`config.mk`:
```
export PLATFORM = sky130hd
export DESIGN_NAME = multicycle_controller
export DESIGN_NICKNAME = d
export VERILOG_FILES = /design/src/rtl/ctrl_pkg.sv /design/src/rtl/multicycle_controller_alu_decoder.sv /design/src/rtl/multicycle_controller.sv
export SDC_FILE = /design/constraint.sdc
export NUM_CORES = 1
export LEC_CHECK = 0
export BUFFER_PORTS_ARGS = -buffer_cell sky130_fd_sc_hd__buf_2
export CAP_MARGIN = 15
export CORE_MARGIN = 4
export CORE_UTILIZATION = 45
export DETAILED_ROUTE_END_ITERATION = 12
export GPL_TIMING_DRIVEN = 0
export HOLD_SLACK_MARGIN = 0.12
export PLACE_DENSITY = 0.9
export SLEW_MARGIN = 20
export SYNTH_ARGS = -nofsm -noshare
export SYNTH_HDL_FRONTEND = slang
export SYNTH_SLANG_ARGS = --single-unit
```
`constraint.sdc`:
```
create_clock -name clk -period 2.8 [get_ports clk]
set_input_delay 0.84 -clock clk [delete_from_list [all_inputs] [get_ports clk]]
set_output_delay 0.84 -clock clk [all_outputs]
set_load 0.05 [all_outputs]
```
`src/rtl/ctrl_pkg.sv`:
```
// Shared control encodings for the multicycle RV32I core.
// Optional feature: CTRL_UTYPE_EN adds the LUI/AUIPC states.
package ctrl_pkg;

  typedef enum logic [4:0] {
    S_START,
    S_FETCH,
    S_DECODE,
    S_MEMADR,
    S_MEMREAD,
    S_MEMWB,
    S_MEMWRITE,
    S_EXECR,
    S_EXECI,
    S_ALUWB,
    S_BRANCH,
    S_JAL,
    S_JALR1,
    S_JALR2,
`ifdef CTRL_UTYPE_EN
    S_LUI,
    S_AUIPC,
`endif
    S_TRAP
  } state_t;

  typedef enum logic [1:0] {
    ALUOP_ADD,
    ALUOP_SUB,
    ALUOP_FUNCT
  } aluop_t;

  localparam logic [6:0] OP_LOAD   = 7'b0000011;
  localparam logic [6:0] OP_STORE  = 7'b0100011;
  localparam logic [6:0] OP_RTYPE  = 7'b0110011;
  localparam logic [6:0] OP_ITYPE  = 7'b0010011;
  localparam logic [6:0] OP_BRANCH = 7'b1100011;
  localparam logic [6:0] OP_JAL    = 7'b1101111;
  localparam logic [6:0] OP_JALR   = 7'b1100111;
  localparam logic [6:0] OP_LUI    = 7'b0110111;
  localparam logic [6:0] OP_AUIPC  = 7'b0010111;

  localparam logic [2:0] IMM_I = 3'b000;
  localparam logic [2:0] IMM_S = 3'b001;
  localparam logic [2:0] IMM_B = 3'b010;
  localparam logic [2:0] IMM_U = 3'b011;
  localparam logic [2:0] IMM_J = 3'b100;

  localparam logic [2:0] ALU_ADD = 3'b000;
  localparam logic [2:0] ALU_SUB = 3'b001;
  localparam logic [2:0] ALU_AND = 3'b010;
  localparam logic [2:0] ALU_OR  = 3'b011;
  localparam logic [2:0] ALU_XOR = 3'b100;
  localparam logic [2:0] ALU_SLT = 3'b101;
  localparam logic [2:0] ALU_SLL = 3'b110;
  localparam logic [2:0] ALU_SRL = 3'b111;

  localparam logic [1:0] RES_ALUOUT    = 2'b00;
  localparam logic [1:0] RES_DATA      = 2'b01;
  localparam logic [1:0] RES_ALURESULT = 2'b10;

  localparam logic [1:0] SRCA_PC    = 2'b00;
  localparam logic [1:0] SRCA_OLDPC = 2'b01;
  localparam logic [1:0] SRCA_RS1   = 2'b10;
  localparam logic [1:0] SRCA_ZERO  = 2'b11;

  localparam logic [1:0] SRCB_RS2  = 2'b00;
  localparam logic [1:0] SRCB_IMM  = 2'b01;
  localparam logic [1:0] SRCB_FOUR = 2'b10;

endpackage

```
`src/rtl/multicycle_controller_alu_decoder.sv`:
```
// ALU operation decode from op class and instruction fields.
module alu_decoder
  import ctrl_pkg::*;
(
  input  aluop_t     alu_op,
  input  logic [2:0] funct3,
  input  logic       funct7b5,
  input  logic       rtype,
  output logic [2:0] alu_control
);

  always_comb begin
    alu_control = ALU_ADD;
    case (alu_op)
      ALUOP_ADD: alu_control = ALU_ADD;
      ALUOP_SUB: alu_control = ALU_SUB;
      ALUOP_FUNCT: begin
        case (funct3)
          3'b000:  alu_control = (rtype && funct7b5) ? ALU_SUB : ALU_ADD;
          3'b001:  alu_control = ALU_SLL;
          3'b010:  alu_control = ALU_SLT;
          // sltu shares the slt encoding
          3'b011:  alu_control = ALU_SLT;
          3'b100:  alu_control = ALU_XOR;
          3'b101:  alu_control = ALU_SRL;
          3'b110:  alu_control = ALU_OR;
          default: alu_control = ALU_AND;
        endcase
      end
      default: alu_control = ALU_ADD;
    endcase
  end

endmodule

```
`src/rtl/multicycle_controller.sv`:
```
// Main control FSM for the multicycle RV32I core.
// Optional feature: CTRL_UTYPE_EN enables LUI/AUIPC; otherwise those opcodes trap.
module multicycle_controller
  import ctrl_pkg::*;
(
  input  logic       clk,
  input  logic       reset_n,
  input  logic [6:0] op,
  input  logic [2:0] funct3,
  input  logic       funct7b5,
  input  logic       zero,
  input  logic       mem_ack,
  output logic       mem_req,
  output logic       mem_write,
  output logic       adr_src,
  output logic       ir_write,
  output logic       pc_write,
  output logic       reg_write,
  output logic [1:0] result_src,
  output logic [1:0] alu_src_a,
  output logic [1:0] alu_src_b,
  output logic [2:0] alu_control,
  output logic [2:0] imm_src,
  output logic       retire,
  output logic       illegal
);

  state_t state, state_nxt;
  aluop_t alu_op;
  logic   rtype;

  always_ff @(posedge clk or negedge reset_n) begin
    if (!reset_n) state <= S_START;
    else          state <= state_nxt;
  end

  always_comb begin
    state_nxt  = state;
    mem_req    = 1'b0;
    mem_write  = 1'b0;
    adr_src    = 1'b0;
    ir_write   = 1'b0;
    pc_write   = 1'b0;
    reg_write  = 1'b0;
    result_src = RES_ALUOUT;
    alu_src_a  = SRCA_PC;
    alu_src_b  = SRCB_RS2;
    imm_src    = IMM_I;
    alu_op     = ALUOP_ADD;
    rtype      = 1'b0;
    retire     = 1'b0;
    illegal    = 1'b0;
    case (state)
      S_START: state_nxt = S_FETCH;
      S_FETCH: begin
        mem_req    = 1'b1;
        alu_src_a  = SRCA_PC;
        alu_src_b  = SRCB_FOUR;
        result_src = RES_ALURESULT;
        ir_write   = mem_ack;
        pc_write   = mem_ack;
        if (mem_ack) state_nxt = S_DECODE;
      end
      S_DECODE: begin
        alu_src_a = SRCA_OLDPC;
        alu_src_b = SRCB_IMM;
        imm_src   = IMM_B;
        case (op)
          OP_LOAD, OP_STORE: state_nxt = S_MEMADR;
          OP_RTYPE:          state_nxt = S_EXECR;
          OP_ITYPE:          state_nxt = S_EXECI;
          OP_BRANCH:         state_nxt = (funct3[2:1] == 2'b00) ? S_BRANCH : S_TRAP;
          OP_JAL:            state_nxt = S_JAL;
          OP_JALR:           state_nxt = S_JALR1;
`ifdef CTRL_UTYPE_EN
          OP_LUI:            state_nxt = S_LUI;
          OP_AUIPC:          state_nxt = S_AUIPC;
`endif
          default:           state_nxt = S_TRAP;
        endcase
      end
      S_MEMADR: begin
        alu_src_a = SRCA_RS1;
        alu_src_b = SRCB_IMM;
        // op[5] separates stores (0100011) from loads (0000011)
        imm_src   = op[5] ? IMM_S : IMM_I;
        state_nxt = op[5] ? S_MEMWRITE : S_MEMREAD;
      end
      S_MEMREAD: begin
        mem_req = 1'b1;
        adr_src = 1'b1;
        if (mem_ack) state_nxt = S_MEMWB;
      end
      S_MEMWB: begin
        result_src = RES_DATA;
        reg_write  = 1'b1;
        retire     = 1'b1;
        state_nxt  = S_FETCH;
      end
      S_MEMWRITE: begin
        mem_req   = 1'b1;
        mem_write = 1'b1;
        adr_src   = 1'b1;
        retire    = mem_ack;
        if (mem_ack) state_nxt = S_FETCH;
      end
      S_EXECR: begin
        alu_src_a = SRCA_RS1;
        alu_src_b = SRCB_RS2;
        alu_op    = ALUOP_FUNCT;
        rtype     = 1'b1;
        state_nxt = S_ALUWB;
      end
      S_EXECI: begin
        alu_src_a = SRCA_RS1;
        alu_src_b = SRCB_IMM;
        imm_src   = IMM_I;
        alu_op    = ALUOP_FUNCT;
        state_nxt = S_ALUWB;
      end
      S_ALUWB: begin
        reg_write = 1'b1;
        retire    = 1'b1;
        state_nxt = S_FETCH;
      end
      S_BRANCH: begin
        alu_src_a = SRCA_RS1;
        alu_src_b = SRCB_RS2;
        alu_op    = ALUOP_SUB;
        pc_write  = funct3[0] ? !zero : zero;
        retire    = 1'b1;
        state_nxt = S_FETCH;
      end
      S_JAL, S_JALR2: begin
        alu_src_a = SRCA_OLDPC;
        alu_src_b = SRCB_FOUR;
        pc_write  = 1'b1;
        state_nxt = S_ALUWB;
      end
      S_JALR1: begin
        alu_src_a = SRCA_RS1;
        alu_src_b = SRCB_IMM;
        imm_src   = IMM_I;
        state_nxt = S_JALR2;
      end
`ifdef CTRL_UTYPE_EN
      S_LUI: begin
        alu_src_a = SRCA_ZERO;
        alu_src_b = SRCB_IMM;
        imm_src   = IMM_U;
        state_nxt = S_ALUWB;
      end
      S_AUIPC: begin
        alu_src_a = SRCA_OLDPC;
        alu_src_b = SRCB_IMM;
        imm_src   = IMM_U;
        state_nxt = S_ALUWB;
      end
`endif
      S_TRAP: illegal = 1'b1;
      default: state_nxt = S_START;
    endcase
  end

  alu_decoder u_alu_decoder (
    .alu_op      (alu_op),
    .funct3      (funct3),
    .funct7b5    (funct7b5),
    .rtype       (rtype),
    .alu_control (alu_control)
  );

endmodule
```
; Word-level counts from Yosys, hierarchy flattened
; Index checks and enable logic that the tools add are counted.
; W data, S select, Z words.
[totals]
wordCells = 80
register_bits = 5
out_inout_bits = 20
inputBits = 15
[op_classes]
n_reduce_logical = 20
n_mux = 26
bitwise_logic = 1
n_eq_ne = 32
[ops]
columns = op, n
row1 = $pmux W5 S9, 1
row2 = $eq A5 B4 Y1 const B, 7
row3 = $pmux W4 S6, 1
row4 = $eq A7 B7 Y1 const B, 3
row5 = $eq A5 B3 Y1 const B, 4
row6 = $pmux W2 S2, 5
row7 = $pmux W3 S6, 1
row8 = $mux W5, 3
row9 = $eq A7 B6 Y1 const B, 2
row10 = $reduce_or A2 Y1, 6
row11 = $reduce_or A3 Y1, 4
row12 = $reduce_or A4 Y1, 3
row13 = $eq A5 B2 Y1 const B, 2
row14 = $mux W1, 10
row15 = $eq A3 B3 Y1 const B, 3
row16 = $eq A7 B2 Y1 const B, 1
row17 = $eq A7 B5 Y1 const B, 1
row18 = $eq A3 B2 Y1 const B, 2
row19 = $ne A2 B2 Y1 const B, 3
row20 = $pmux W3 S2, 1
row21 = $eq A5 B1 Y1 const B, 1
row22 = $logic_not A5 Y1, 1
row23 = $reduce_or A5 Y1, 1
row24 = $reduce_and A4 Y1, 1
row25 = other kinds (12), 12

; Logic depth before layout (Yosys ltp)
[logic_depth]
ltp_word = 6
mapped_depth = 8
mapped_depth_nobuf = 7

; Cells and area by module
; Synthesis repeated with hierarchy kept, for this count alone.
[unflattened]
cells_unflattened = 114
area_unflattened_um2 = 739.5
[modules_own_cells]
columns = module, seq_area_each_um2, instances, area_each_um2, cells_each
row1 = multicycle_controller, 100.1, 1, 624.3, 100
row2 = alu_decoder, 0.0, 1, 115.1, 14

; Worst setup path after synthesis
; No wires, ideal clock.
[synth_path]
kind = register -> output
from = register state[0]
to = output port alu_control[1]
required_ps = 1960
t_arrival_ps = 2444
slack_ps = -484
path_buffers = 0
path_stages_with_launch = 5
cell_sequence = dfrtp_1 -> nand2b_1 -> or3_1 -> ha_1 -> nor3b_1
[synth_between]
elab_chain_cells = 5
word_cells_on_any_way = 8
cone_classes = eq/ne (5) / mux (2) / reduce/logical (1)
[synth_rtl]
columns = item, line
row1 = start: declaration, multicycle_controller.sv:28  ; state_t state, state_nxt;
row2 = start signal: assignment, multicycle_controller.sv:34  ; else state <= state_nxt;
row3 = $eq A5 B3 Y1 / $eq A5 B4 Y1 (equally long branches), multicycle_controller.sv:53  ; case (state)
row4 = $reduce_or A2 Y1 (no line), --
row5 = $pmux W2 S2 (*), multicycle_controller.sv:53
row6 = $eq A2 B2 Y1 / $eq A2 B1 Y1 (equally long branches), multicycle_controller_alu_decoder.sv:14  ; case (alu_op)
row7 = $pmux W3 S2 (*), multicycle_controller_alu_decoder.sv:14
row8 = end: declaration, multicycle_controller.sv:22  ; output logic [2:0] alu_control,
; Mark *: on every way between the ends. The rest lies on a longest branch, timed or not.

; Worst setup path after layout
[layout_path]
from = input port funct3[0]
to = output port alu_control[0]
[layout_between]
elab_chain_cells = 4
word_cells_on_any_way = 10
cone_classes = eq/ne (6) / mux (2) / reduce/logical (2)
[layout_rtl]
columns = item, line
row1 = start: declaration, multicycle_controller.sv:9  ; input logic [2:0] funct3,
row2 = $eq A3 B2 Y1, multicycle_controller_alu_decoder.sv:18  ; case (funct3)
row3 = $reduce_or A2 Y1 (no line), --
row4 = $pmux W3 S6 (*), multicycle_controller_alu_decoder.sv:18
row5 = $pmux W3 S2 (*), multicycle_controller_alu_decoder.sv:14
; Marked as above.

==> run metrics <==
status finished, final reports clean; GRT overflow 0; proportion of layout cells with a drive suffix above 1 0.408; cell family with most CP delay simple AND/OR/NAND/NOR gates; CTS tree done; Area growth syn-to-layout 39.6%; filler instances 136; synth unique cells 43; clk sinks 4; port bufs 33; worst vdd rail ir drop roughly 460 uV; CP Max Fanout 5; post-DP HPWL 1730 um; Worst setup SP type input pin; FFs w/ async S/R, synth 1.00; # placed instances 155; Diodes inserted 0; global-route wire length before repair ~3400 um; H-tree levels 1; vias in the first global route 870; initial antenna violation count 0; static leakage 0.000495 uW; Peak Freq around 360 MHz; most frequent cells in the layout buf_2 (32), nor2_1 (10), nand2_1 (10); final period utilization 0.989; max reg flops 4; Netlist Area Pre-Place 713 um^2; routed wire length 2210 um; latest clock arrival within the worst-skew pair 0.23 ns; Arrival @ worst endpoint between 1.5 and 2 ns; CP cell instances buf_2 -> or3b_1 -> nor3_1 -> o21ai_1 -> a21oi_2 -> buf_6; DR vias 921; most common cell after layout, fill and taps aside buf_2; Root Driver clkbuf_4; CORE AREA around 1500 um^2; Mapped Nets 123; DR DRC count 0; RePlAce Congestion 0.914; Post-DRT Antenna Nets 0; height of the chip around 48 um; sequential-to-total area share from yosys stat 0.140; Starting Density 0.473; Post-Synthesis Cells 106; worst path buffer plus inverter count 2; Mapped Avg Cell Area 6.73 um^2; Final Total Pwr 1220 uW; Setup crit end kind primary output; hold slack 0.409 ns; Clock Skew 0.00215 ns; Biggest register state; Die X 47.8 um; vias per cell 5.83; final hold viol count 0; die area 2290 um^2; max-cap viol count 0; critical path class input pin to primary output; Placed Area 913 um^2; Design Area, Final 996 um^2; final setup margin 0.0300 ns; drt pass-1 iters 4; Worst Hold Class input pin to asynchronous set/reset pin; largest registers state x4; fin crit period roughly 2.8 ns; Critical Path RT 1.96 ns; Slowest Stage Delay on Critical Path 0.36 ns; Non-Filler Instances 158; CP max stage cell or3b_1; total CTS buffers 3; IO Pins 35; Final Setup Violations 0; largest net degree at the start of global routing 11; RSZ-0062 raised after global routing no; flops & latches, synth 4; Slew Limit Fails 0; dpl ws -0.0405 ns; Rows 14; power per cell area 1220 nW/um^2; Post-synth top flop dfrtp_1; GRT Total Usage 0.204; Final nets 161; Routed wire per std cell 14.0 um; initial detailed-routing violation count 20; Clock Pin Slew Worst Setup and Hold Paths 0.04 ns; Clock Tree Buf Depth 2; Syn. warnings 0; Post-synth EDFFs 0
-- repair_timing --
item	4_1_cts	5_1_grt
setup endpoints to repair	2	3
pin swaps	0	1
hold buffers	0	0
buffers inserted	0	1
gates resized for setup	8	8
-- final timing paths --
check / start / to / slack [ns] / cells past startpoint
min reg2reg: state[1]$_DFFE_PN0P_ / state[3]$_DFFE_PN0P_ / 0.73 / 3
max in group asynchronous: reset_n / state[2]$_DFFE_PN0P_ / 2.26 / 1
max: funct3[0] / alu_control[0] / 0.03 / 6
min: reset_n / state[1]$_DFFE_PN0P_ / 0.41 / 1
max reg2reg: state[1]$_DFFE_PN0P_ / state[1]$_DFFE_PN0P_ / 1.40 / 4
min in group clk: state[1]$_DFFE_PN0P_ / state[3]$_DFFE_PN0P_ / 0.73 / 3
-- final cells by class --
| type | instances | area (um^2) | area share |
|---|---|---|---|
| clock buffers | 3 | 22.5 | 0.0226 |
| multi-input cells | 87 | 589 | 0.592 |
| inverters | 8 | 30.0 | 0.0302 |
| plain buffers | 6 | 46.3 | 0.0465 |
| repair buffers | 34 | 185 | 0.186 |
| well taps | 16 | 20.0 | 0.0201 |
| flip-flops and latches | 4 | 103 | 0.103 |
-- synthesized netlist by cell type (2+ instances only) --
cell type / count / share of area
buf_4: 2 / 0.021
buf_2: 4 / 0.028
mux2i_1: 2 / 0.028
a31oi_1: 3 / 0.026
or3b_1: 2 / 0.025
nand2b_1: 5 / 0.044
a21oi_1: 8 / 0.056
nor2_1: 11 / 0.058
o21a_1: 2 / 0.021
nand3b_1: 2 / 0.021
o21ai_0: 5 / 0.035
or3_1: 3 / 0.026
inv_2: 2 / 0.011
nor3_1: 3 / 0.021
nand3_1: 2 / 0.014
ha_1: 2 / 0.035
a21o_1: 2 / 0.021
nor2b_1: 2 / 0.018
inv_1: 6 / 0.032
nand2_1: 11 / 0.058
dfrtp_1: 4 / 0.14
xor2_1: 2 / 0.025
-- per-stage QoR --
step           utilization  TNS (ns)
3_3_place_gp         0.606         0
4_1_cts              0.641         0
6_report             0.661         0
3_5_place_dp         0.606   -0.0405
5_1_grt              0.661         0
2_1_floorplan            -   -0.0253
-- worst reg2reg max path, delay by kind of cell (launching register included) --
kind	cells	cell delay (ns)
DFF	1	0.37
and+or+nand+nor	2	0.59
AOI/OAI and AO/OA	1	0.15
buffers and inverters	1	0.15
-- metal layers --
metal / track usage / vias up / wire [um] / part of all wire
met5: 0 / - / 0 / 0
met4: 0.0806 / 0 / 29 / 0.013
met3: 0.0338 / 4 / 196 / 0.089
met2: 0.367 / 51 / 1090 / 0.49
met1: 0.237 / 417 / 893 / 0.40
li1: - / 449 / - / -
-- report_power, final --
| group | switching [uW] | leakage (uW) | internal, uW |
|---|---|---|---|
| clock | 20.0 | 0.0000138 | 47.7 |
| sequential | 36.6 | 0.0000475 | 87.1 |
| combinational | 716 | 0.000433 | 310 |
-- logic make-up after synthesis --
family                   share of synthesized area
buffers and inverters                       0.0965
AO/OA/AOI/OAI                                0.286
AND/OR/NAND/NOR                              0.372
XOR/XNOR                                    0.0368
adder cells (fa/ha/maj)                     0.0351
other                                      0.00526
multiplexers                                0.0281
flip-flops                                   0.140
Power figures use the tool's default switching activity.
